`src/rtl/mode_counter.sv`:
```
// rtl/mode_counter.sv - bounded up/down counter with wrap/saturate modes
// Optional en-cycle prescaler is built when COUNTER_PRESCALE_EN is defined.
module mode_counter #(
    parameter int          DATA_WIDTH = 8,
    parameter int unsigned RESET_VAL  = 0,
    parameter int          PRESCALE   = 4
) (
    input  logic                  clk,
    input  logic                  rst,
    input  logic                  en,
    input  logic                  clear,
    input  logic                  load,
    input  logic [DATA_WIDTH-1:0] load_val,
    input  logic                  dir,
    input  logic [DATA_WIDTH-1:0] step,
    input  logic [DATA_WIDTH-1:0] min_val,
    input  logic [DATA_WIDTH-1:0] max_val,
    input  logic                  wrap,
    output logic [DATA_WIDTH-1:0] out,
    output logic                  tc,
    output logic                  sat
);

    logic [DATA_WIDTH:0] up_sum;
    logic [DATA_WIDTH:0] dn_lim;
    logic                bounds_ok;
    logic                overflow;
    logic                underflow;
    logic                pre_hit;

    // One extra bit keeps out+step and min+step from wrapping silently.
    always_comb begin
        up_sum    = {1'b0, out} + {1'b0, step};
        dn_lim    = {1'b0, min_val} + {1'b0, step};
        bounds_ok = (min_val <= max_val);
        overflow  = (up_sum > {1'b0, max_val});
        underflow = ({1'b0, out} < dn_lim);
    end

`ifdef COUNTER_PRESCALE_EN
    localparam int PW = (PRESCALE > 2) ? $clog2(PRESCALE) : 1;
    logic [PW-1:0] pre;

    assign pre_hit = (pre == PW'(PRESCALE - 1));

    always_ff @(posedge clk or negedge rst) begin
        if (!rst) begin
            pre <= '0;
        end else if (clear || load) begin
            pre <= '0;
        end else if (en) begin
            pre <= pre_hit ? '0 : pre + 1'b1;
        end
    end
`else
    assign pre_hit = 1'b1;
`endif

    always_ff @(posedge clk or negedge rst) begin
        if (!rst) begin
            out <= DATA_WIDTH'(RESET_VAL);
            tc  <= 1'b0;
            sat <= 1'b0;
        end else if (clear) begin
            out <= min_val;
            tc  <= 1'b0;
            sat <= 1'b0;
        end else if (load) begin
            out <= load_val;
            tc  <= 1'b0;
            sat <= 1'b0;
        end else if (en && bounds_ok && pre_hit) begin
            tc <= 1'b0;
            // A zero step is a count event that never crosses a bound.
            if (step == '0) begin
                sat <= 1'b0;
            end else if (dir) begin
                if (!overflow) begin
                    out <= up_sum[DATA_WIDTH-1:0];
                    sat <= 1'b0;
                end else begin
                    tc <= 1'b1;
                    if (wrap) begin
                        out <= min_val;
                    end else begin
                        out <= max_val;
                        sat <= 1'b1;
                    end
                end
            end else begin
                if (!underflow) begin
                    out <= out - step;
                    sat <= 1'b0;
                end else begin
                    tc <= 1'b1;
                    if (wrap) begin
                        out <= max_val;
                    end else begin
                        out <= min_val;
                        sat <= 1'b1;
                    end
                end
            end
        end else begin
            tc <= 1'b0;
        end
    end

endmodule

```
`config.mk`:
```
export PLATFORM = sky130hd
export DESIGN_NAME = mode_counter
export DESIGN_NICKNAME = d
export VERILOG_FILES = /design/src/rtl/mode_counter.sv
export SDC_FILE = /design/constraint.sdc
export NUM_CORES = 1
export LEC_CHECK = 0
export ABC_AREA = 1
export BUFFER_PORTS_ARGS = -buffer_cell sky130_fd_sc_hd__buf_2
export CORE_UTILIZATION = 45
export CTS_CLUSTER_SIZE = 10
export DETAILED_ROUTE_END_ITERATION = 12
export PLACE_DENSITY = 0.67
export SLEW_MARGIN = 20
export SYNTH_ARGS = -nofsm -noshare
export SYNTH_HDL_FRONTEND = slang
export SYNTH_SLANG_ARGS = --single-unit
```
`constraint.sdc`:
```
create_clock -name clk -period 7.11 [get_ports clk]
set_clock_uncertainty 0.05 [all_clocks]
set_input_delay 0.711 -clock clk [delete_from_list [all_inputs] [get_ports clk]]
set_output_delay 0.711 -clock clk [all_outputs]
set_load 0.02 [all_outputs]
```
* After elaboration in Yosys (flattened, before gate mapping)
Cells that the tools add are included.
Storage, ports and cells: register bits after elaboration 10, bits of input ports 39, output and inout port bits 10, logic and storage cells 38
Cells by class: add/sub/neg operators 3, order comparisons 3, eq/ne operators 1, muxes and demuxes 24, reduce and logical (&&, ||, !) cells 4
Operator list (number):
- 8-bit two-way mux | 9
- 8-bit by 8-bit adder with 9-bit output | 2
- 1-bit two-way mux | 15
- 9-bit by 8-bit > comparator with 1-bit output | 1
- 8-bit by 9-bit less-than comparator with 1-bit output | 1
- 8-bit less-or-equal comparator | 1
- 8-bit zero test | 1
- 8-bit subtractor | 1
- 3-bit != test, second input constant | 1
- 3-bit nonzero test | 1
- 2-bit AND reduction | 1
- 1-bit logical AND | 1

* Logic depth before layout (Yosys ltp)
Gate-level depths: netlist (run 1).
depth in word-level cells 8, mapped depth 25

* Worst setup path before layout (run 1)
OpenSTA, ideal clock, no wires.
path kind in2reg, start input port step[0], end register out[2], data arrival time 2.998 ns, setup slack 3.945 ns, stages on the path 22, path buffers 1, cell sequence ha_1 fa_1 nand3_1 nand2_2 nand2_2 nand2_2 xor2_1 ha_1 nand2_1 nor2_1 a21oi_1 nand2_1 nand2_1 nand2_1 nand2_1 nand2_2 buf_6 a21oi_1 o21ai_1 nand3_1 nand2_1 nand2_1
On the way: word-level cells in the longest chain between the ends 8, elaborated cells between the ends (all ways) 15, those cells by class 3 x add/sub; 2 x order compare; 1 x eq/ne; 7 x mux; 2 x reduce/logical
RTL lines:
- from (decl) | RTL line 15 | input logic [DATA_WIDTH-1:0] step,
- 8-bit by 8-bit adder with 9-bit output (on tied branches) | RTL line 34, 33
- 8-bit by 9-bit less-than comparator with 1-bit output or 9-bit by 8-bit > comparator with 1-bit output (tied branches) | RTL line 37, 36
- 8-bit two-way mux (on tied branches) | RTL line 91, 78
- 8-bit two-way mux | RTL line 77 | end else if (dir) begin
- 8-bit two-way mux | RTL line 75 | if (step == '0) begin
- 8-bit two-way mux | RTL line 72 | end else if (en && bounds_ok && pre_hit) begin
- 8-bit two-way mux | RTL line 68 | end else if (load) begin
- 8-bit two-way mux | RTL line 64 | end else if (clear) begin
- to (signal assigned) | RTL line 65 | out <= min_val;
- to (signal assigned) | RTL line 69 | out <= load_val;
- to (signal assigned) | RTL line 79 | out <= up_sum[DATA_WIDTH-1:0];
- to (decl) | RTL line 19 | output logic [DATA_WIDTH-1:0] out,
Parallel ways exist; a longest one is shown, timed or not. The select of a mux whose other input is x is not followed. A chain may end at the register's enable or synchronous reset.

* Worst setup path after layout (run 1)
start input port step[2], end register out[4]
Same word-level chain as after synthesis.

==> results of run 1 <==
metal layers:
layer  GRT usage  vias to the layer above
met5           0                        -
li1            -                     1405
met2       0.450                       59
met4      0.0679                        0
met3      0.0107                       12
met1       0.361                     1237
cell families after synthesis:
group / count (synthesis) / share of synthesized area
AOI/OAI and AO/OA: 80 / 0.189
xor gates and xnor gates: 17 / 0.0583
adders and majority gates: 49 / 0.249
buffers and inverters: 65 / 0.114
DFF: 10 / 0.0980
and+or+nand+nor: 178 / 0.292
cells in the mapped netlist, drive strengths merged:
cell type  instances  area, µm²
nand3             25        125
inv               54        205
a21oi             39        229
o211ai             4       30.0
nor2              35        134
fa                 3       60.1
o21bai             1       7.51
nor4               2       12.5
buf                4       45.0
a31oi              2       12.5
o22ai              6       37.5
o21a               1       7.51
o31ai              1       7.51
nand3b             1       7.51
a21boi             3       26.3
a21o               3       23.8
dfrtp             10        250
and2               2       12.5
ha                46        576
nand4              6       37.5
xnor2              5       43.8
clkinv             1       3.75
o21ai             20        100
xor2              12        105
clkbuf             6       36.3
nand2            107        417
stage by stage:
step | hold WS, ps | instance area [µm²]
global placement | 490 | 2800
CTS | 282 | 2860
global route | 289 | 2860
detailed placement | 508 | 2800
floorplan | 365 | 2550
finish | 272 | 2860
how the worst max path moves through the flow:
| stage | from | end | cells past startpoint | slack [ps] |
|---|---|---|---|---|
| after CTS | step[2] | out[4] | 23 | 3640 |
| after floorplan | step[0] | out[2] | 22 | 3950 |
| after global routing | step[2] | out[0] | 24 | 3220 |
| final | step[2] | out[4] | 23 | 3600 |
| after global placement | step[0] | out[0] | 22 | 3450 |
| after detailed placement | step[2] | out[4] | 23 | 3390 |
area by class of cell:
| cell class | instances | area [µm²] | area share |
|---|---|---|---|
| multi-input cells | 324 | 2010 | 0.704 |
| well taps | 72 | 90.1 | 0.0315 |
| repair buffers | 48 | 240 | 0.0841 |
| clock buffers | 4 | 55.1 | 0.0193 |
| inverters | 55 | 209 | 0.0731 |
| flip-flops and latches | 10 | 250 | 0.0876 |
sequential cells by signal, summed over array words and instances, names as in the netlist:
signal  count
tc          1
sat         1
out         8
cells in the final DEF, fill, tap and decap left out, types with 2 or more instances in the layout:
cell type / synthesis / routed
a21o_1: 2 / 2
a21oi_1: 34 / 34
a21oi_2: 3 / 3
a21oi_4: 2 / 2
a31oi_1: 2 / 2
and2_1: 2 / 2
buf_2: 0 / 48
clkbuf_8: 1 / 4
dfrtp_1: 10 / 10
fa_1: 3 / 3
ha_1: 46 / 46
inv_1: 51 / 51
inv_2: 2 / 2
nand2_1: 101 / 101
nand2_2: 6 / 6
nand3_1: 25 / 25
nand4_1: 6 / 6
nor2_1: 34 / 34
nor4_1: 2 / 2
o211ai_1: 4 / 4
o21ai_0: 14 / 14
o21ai_1: 6 / 6
o22ai_1: 6 / 6
xnor2_1: 5 / 5
xor2_1: 12 / 12
where the power goes:
group	internal, µW	switching [µW]
combinational	144	247
sequential	65.1	15.5
clock	48.8	24.1
critical path, cell delays in order:
cell and delay [ps]:
buf_2 110, inv_1 50, ha_1 450, inv_2 60
a21oi_1 140, nand2_1 100, a21boi_1 210, xor2_1 170
inv_1 70, ha_1 270, nand2_1 60, nor2_1 130
a21oi_1 80, nand2_1 50, nand2_1 40, nand2_1 50
nand2_1 70, nand2_2 240, a21oi_1 100, o21ai_1 110
nand3_1 160, nand2_1 100, nand2_1 50
==> run metrics, run 1 <==
first-pass GRT wire length=12.5 mm; startpoint types=input pin; Place WS=3390 ps; hold violation count in the final report=0; Post-Syn Nets=487; Buffers on Ports=48; DIE HEIGHT=77.3 µm; die width=77.3 µm; DRC errors left=0; r2r endpoint=out[4]; n_diodes=0; total number of vias=2713; Ys Warns=0; post-route clock period utilization=0.493; RSZ-0062 raised after global routing=false; Cell Pwr Density=190 nW/µm²; Crit path required time=7180 ps; top sig layer=met4; Avg Cell Area, Syn=6.40 µm²; Worst EP arrival=3580 ps; routability cong.=0.914; Via density=5.29; DRT Pass-1 Iters=4; maximum clock path buffer count=2; row count=27; Post-Layout Cell Count=513; leakage=0.00161 µW; Nets=530; post-CTS sizing=0; cells after synthesis=399; initial antenna violation count=0; # clock sinks=10; H-tree depth=1; worst-path fanout max=14; Fmax=0.285 GHz; TritonCTS buffer count=3; Setup crit end kind=flip-flop; Synth Register Bits=10; layout cells sized above 1=0.156; Met2 Routed Length=3.40 mm; post-DP HPWL=6.15 mm; met3 routed WL=182 µm; Peak VDD IR=99.0 µV; relative slew slack=0.669; post-route core utilization=0.522; Root Driver=clkbuf_8; Post-Syn Area=2550 µm²; largest net degree at the start of global routing=34; CTS tree=done; min-delay worst type=in -> async; Tot GR Track Use=0.264; DIE AREA=5980 µm²; final setup margin=3600 ps; post-route ant nets=0; library cells used by synthesis=38; Core Footprint=5470 µm²; worst setup path category=in -> reg; hold_buf cts=0; Final min period=3510 ps; Reg clk slew, reported paths=50 ps; number of instances in the placed design=509; final wirelength=7.33 mm; initial drt markers=187; initial core utilization=0.466; FF-to-FF Start=out[2]; overflow left after global routing=0; M1 WL=3.60 mm; Power, Total=544 µW; Finish-stage setup viols=0; clk_lat worst skew=240 ps; Seq/Total Area, Yosys=0.0980; Worst R2R Setup Slack=3730 ps; Fin Setup TNS=0 ps; outcome=completed; Avg WL per Cell=14.3 µm; Worst-Margin Slew=497 ps; io pins=49; final slew viol count=0; FILL cells=593; worst reg2reg path depth=21; vias in the first global route=2608; Layout area overhead=11.9%; total setup buffers inserted after CTS=0; Max Cap Viol=0
Power figures use the tool's default switching activity.
==> run 2, diff against run 1 <==
- PLACE_DENSITY: 0.67 -> 0.7
- clock period: 7.11 -> 3 ns (I/O delays scaled with it)
==> run 2 against run 1 <==
Effect of this change: the flow now finishes with violations (negative setup slack); design area up 18%; critical path depth is 2 lower; utilization rose by 9.1 points; count of clock-buffer cells in the layout unchanged; cell count increased by 9.4%; critical endpoint unchanged; largest power group unchanged.
==> run metrics, run 2 (same netlist as run 1, synthesis figures left out) <==
leakage=0.00185 µW (+15%); clk_lat worst skew=250 ps (about the same); # clock sinks=10 (unchanged); min-delay worst type=in -> reg; Avg WL per Cell=15.0 µm (+5.1%); worst setup path category=reg -> reg; Setup crit end kind=flip-flop; die width=77.3 µm (unchanged); met3 Usage GRT=0.0429 (+0.0321); final slew viol count=0 (unchanged); first-pass GRT wire length=13.5 mm (+7.9%); maximum clock path buffer count=2 (unchanged); n_diodes=0 (unchanged); Fin Setup TNS=-369 ps (-369 ps); total number of vias=3013 (+11%); Reg clk slew, reported paths=60 ps (about the same); clock share of power=0.113 (-0.021); final setup margin=-67.6 ps (-3670 ps); Peak VDD IR=281 µV (+180%); Crit path required time=3090 ps (-4090 ps); Int Power=792 µW (+210%); Root Driver=clkbuf_8; Cell Pwr Density=480 nW/µm² (+150%); row count=27 (unchanged); RSZ-0062 raised after global routing=true; overflow left after global routing=0 (unchanged); Fin Hold WS=327 ps (+55.4 ps); DIE HEIGHT=77.3 µm (unchanged); initial antenna violation count=0 (unchanged); post-route clock period utilization=1.02; Via density=5.37 (+1.6%); Layout area overhead=31.5%; Switching Share=0.509 (-0.0181); DIE AREA=5980 µm² (unchanged); layout cells sized above 1=0.294 (+0.138); failing checks=negative setup slack; CTS tree=done; Nets=578 (+9.1%); Worst-Margin Slew=489 ps (-7.24 ps); commonest non-fill, non-tap cell in the layout=nand2_1; final wirelength=8.43 mm (+15%); Worst EP arrival=3160 ps (-420 ps); met2 Use GR=0.488 (+0.0381); Buffers on Ports=48 (unchanged); most frequent cells in the layout=93 x nand2_1, 50 x inv_1, 48 x buf_2, 46 x buf_4, 43 x ha_1; sw power=820 µW (+190%); post-DP HPWL=6.73 mm (+9.4%); initial core utilization=0.466 (unchanged); H-tree depth=1 (unchanged); DRT Pass-1 Iters=5 (+1); Most Used Layer, Global Route=met2; outcome=complete, but fails checks; Tot GR Track Use=0.289 (+0.0248); io pins=49 (unchanged); FILL cells=533 (-10%); initial drt markers=197 (+5.3%); DRC errors left=0 (unchanged); vias in the first global route=2872 (+10%); relative slew slack=0.673 (+0.00447); Regs by FF count=out x8, sat x1, tc x1; max FFs per register=8 (unchanged); Core Footprint=5470 µm² (unchanged); routing usage on met1=0.367 (+0.00608); worst-path fanout max=7 (-7); Comb pwr share=0.778 (+0.060); hold violation count in the final report=0 (unchanged); Flop pwr share=0.109 (-0.039); Final min period=3070 ps; routability cong.=0.948 (+3.7%); largest net degree at the start of global routing=34 (unchanged); Finish-stage setup viols=8 (+8); Most flops, register=out; Fmax=0.326 GHz; startpoint types=flip-flop; TritonCTS buffer count=3 (unchanged); post-route ant nets=0 (unchanged); Max Cap Viol=0 (unchanged)
run 2: cell count changes in the layout (fill, tap and decap cells not counted), moves of 3 or more:
cell     change
a21oi_1      -4
a21oi_2      +4
buf_4       +46
ha_1         -3
nand2_1      -8
nand2_2      +5
nand2_4      +3
xor2_1       -3
xor2_2       +3
run 2: worst paths after layout:
path / start / endpoint / slack (ps) / cells after the start
worst max register to register: out[0] / out[4] / -70 / 21
min in group asynchronous: rst / out[7] / 400 / 2
max in group asynchronous: rst / out[1] / 2260 / 2
worst min register to register: sat / sat / 510 / 2
worst max-delay path: out[0] / out[4] / -70 / 21
worst min-delay path: clear / out[3] / 330 / 4
run 2: routing by layer:
| layer | routed length, µm | vias up |
|---|---|---|
| met5 | 0 | - |
| met4 | 244 | 0 |
| met1 | 3740 | 1369 |
| met3 | 550 | 20 |
| met2 | 3900 | 124 |
| li1 | - | 1500 |
run 2: cell type report:
cell class | count | area, µm² | area share
repair buffers | 95 | 596 | 0.177
inverters | 55 | 209 | 0.0622
multi-input cells | 325 | 2160 | 0.642
flip-flops and latches | 10 | 251 | 0.0749
clock buffers | 4 | 55.1 | 0.0164
well taps | 72 | 90.1 | 0.0268
run 2: power groups by stage:
stage	clock, µW	sequential, µW	combinational [µW]
after CTS	182	174	1140
after global routing	188	179	1390
final	182	176	1250
after detailed placement	0	176	1060
after global placement	0	175	1050
after floorplan	0	203	687
run 2: timing repair:
| item | in CTS | in global routing |
|---|---|---|
| setup endpoints to repair | 10 | 10 |
| hold buffers | 1 | 0 |
| resized for setup | 14 | 22 |
| buffers inserted | 3 | 1 |
| endpoints found under the hold margin | 10 | 0 |
| cloned | 1 | 0 |
| pin swaps | 6 | 9 |
run 2: per-stage QoR:
step	setup WS, ps	cells	utilization	power (µW)	area [µm²]
2_1_floorplan	55.4	399	-	890	2550
3_3_place_gp	-150	551	0.570	1220	3120
3_5_place_dp	-225	551	0.570	1240	3120
4_1_cts	-13.6	560	0.594	1500	3250
5_1_grt	-207	561	0.613	1750	3360
6_report	-67.6	561	0.613	1610	3360
run 2: critical path, cell delays in order (launching register included):
cell and delay, ps:
dfrtp_1 410, ha_2 210, fa_2 350, nand3_2 90
nand2_2 80, nand2_2 80, nand2_4 50, xor2_2 150
ha_1 340, nand2_2 110, nor2_4 130, a21oi_2 60
nand2_1 60, nand2_1 50, nand2_2 70, nand2_4 90
nand2_4 130, a21oi_1 80, o21ai_1 90, nand3_1 120
nand2_1 100, nand2_1 50
==> run 3, diff against run 2 <==
- CORE_MARGIN: unset -> 3
- PLACE_DENSITY: 0.7 -> 0.79
==> run 3 against run 2 <==
Effect of this change: the run still ends with negative setup slack left; hold slack improved by 13 ps; via count rose by 0.20%; sequential share of layout area barely moved; routed wire length fell by 0.51%; largest cell class unchanged; highest routed layer unchanged; clock power fell by 5%; global-route usage fell by 3.0 points; maximum frequency fell by 1.5%; cell count fell by 0.36%.
==> run metrics, run 3 (same netlist as run 1, synthesis figures left out) <==
design area=3370 µm² (+0.52%); vias in the first global route=2758 (-4.0%); Crit path required time=3130 ps (+40 ps); DIE HEIGHT=81.3 µm (+5.2%); Nets=578 (unchanged); first-pass GRT wire length=13.1 mm (-3.1%); Regs by FF count=out x8, sat x1, tc x1; Reg clk slew, reported paths=50 ps (about the same); Cell Pwr Density=479 nW/µm² (-0.34%); hold violation count in the final report=0 (unchanged); Tot GR Track Use=0.259 (-0.0300); Via density=5.40 (+0.56%); largest net degree at the start of global routing=34 (unchanged); post-route ant nets=0 (unchanged); CP startpoint=out[0]; initial core utilization=0.481 (+0.0150); Fin Hold WS=340 ps (+12.7 ps); maximum clock path buffer count=2 (unchanged); commonest non-fill, non-tap cell in the layout=nand2_1; r2r endpoint=out[4]; final wirelength=8.39 mm (-0.51%); TritonCTS buffer count=3 (unchanged); Final min period=3110 ps (+46.1 ps); layout cells sized above 1=0.299 (+0.00409); Finish-stage setup viols=8 (unchanged); startpoint types=flip-flop; worst reg2reg path depth=21 (unchanged); die width=81.3 µm (+5.2%); post-DP HPWL=6.91 mm (+2.6%); Most flops, register=out; leakage=0.00186 µW (+0.30%); min-delay worst type=in -> reg; DRT Pass-1 Iters=5 (unchanged); FF-to-FF Start=out[0]; Peak VDD IR=324 µV (+15%); failing checks=negative setup slack; Avg WL per Cell=15.0 µm (-0.15%); Worst Hold Endpoint=out[3]; Worst R2R Setup Slack=-110 ps (-50 ps); worst-path fanout max=7 (unchanged); DRC errors left=0 (unchanged); final slew viol count=0 (unchanged); outcome=complete, but fails checks; row count=26 (-3.7%); final setup margin=-114 ps (-46.1 ps); initial antenna violation count=0 (unchanged); Root Driver=clkbuf_8; max FFs per register=8 (unchanged); DIE AREA=6610 µm² (+11%); n_diodes=0 (unchanged); Setup crit end kind=flip-flop; CTS tree=done; worst setup path category=reg -> reg; initial drt markers=263 (+34%); Buffers on Ports=48 (unchanged); Cells on Worst Hold Path=4 (unchanged); Layout area overhead=32.2%; Hold Crit Start=clear; overflow left after global routing=0 (unchanged); post-route clock period utilization=1.04 (+0.0154); Worst-Margin Slew=483 ps (-6.05 ps); clk_lat worst skew=240 ps (about the same); total number of vias=3019 (+0.20%); Fmax=0.321 GHz (-1.5%); Max Cap Viol=0 (unchanged); most frequent cells in the layout=94 x nand2_1, 49 x inv_1, 48 x buf_2, 45 x buf_4, 40 x ha_1; routability cong.=0.982 (+3.6%); Worst EP arrival=3240 ps (+80 ps); io pins=49 (unchanged); Core Footprint=5300 µm² (-3.1%); RSZ-0062 raised after global routing=true; # clock sinks=10 (unchanged); relative slew slack=0.677 (+0.00404); dpl cell area=3100 µm² (-0.40%); H-tree depth=1 (unchanged)
## run 3: cell counts in the layout (fill, tap and decap cells not counted)
No cell type changed its count.
## run 3: critical path, stage by stage, from the launching register on
cell     delay (ps)
dfrtp_1         430
ha_2            230
fa_2            350
nand3_2          80
nand2_2          90
nand2_2          90
nand2_4          60
xor2_2          150
ha_1            310
a21o_1          180
a21oi_2         110
nand2_1          60
nand2_1          50
nand2_1          50
nand2_2         100
buf_4           140
nand2_4          80
a21oi_2         160
o21ai_2          70
nand3_1         100
nand2_1          60
nand2_1          50
## run 3: routing by layer
metal	global-route usage	share of wire	vias up
met4	0.101	0.039	0
met1	0.326	0.40	1359
li1	-	-	1492
met5	0	0	-
met3	0.0233	0.080	32
met2	0.451	0.48	136
## run 3: what timing repair did
action / 4_1_cts / 5_1_grt
hold buffers: 1 / 0
buffers inserted: 3 / 4
endpoints found under the hold margin: 10 / 0
resized for setup: 14 / 22
gates cloned: 1 / 0
endpoints found under the setup margin: 10 / 10
pin swaps: 5 / 13
## run 3: cell type report
cell class                      count  area, µm²
Timing Repair Buffer               95        608
Multi-Input combinational cell    325       2160
Fill cell                         481       1930
Sequential cell                    10        251
Clock buffer                        4       55.1
Tap cell                           70       87.6
Inverter                           55        209
## run 3: worst max-delay path by stage
stage | to | slack, ps | cells past startpoint
final | out[4] | -110 | 21
after global routing | out[4] | -230 | 21
after CTS | out[0] | -6 | 22
after detailed placement | out[0] | -200 | 23
after global placement | out[0] | -80 | 22
after floorplan | out[2] | 60 | 22
## run 3: power breakdown
group / leakage, µW / switching, µW / internal (µW)
Clock: 0.0000288 / 57.7 / 116
Combinational: 0.00171 / 724 / 536
Sequential: 0.000119 / 25.9 / 155
Total: 0.00186 / 808 / 807
## run 3: per-stage QoR
step           cells   util  total power [µW]  setup TNS, ps  setup WS (ps)
3_5_place_dp     546  0.585              1250          -1090           -200
6_report         559  0.636              1620           -586           -114
5_1_grt          559  0.636              1750          -1780           -230
2_1_floorplan    399      -               890              0           55.4
3_3_place_gp     546  0.585              1220           -283          -75.1
4_1_cts          555  0.612              1490          -7.76          -5.66
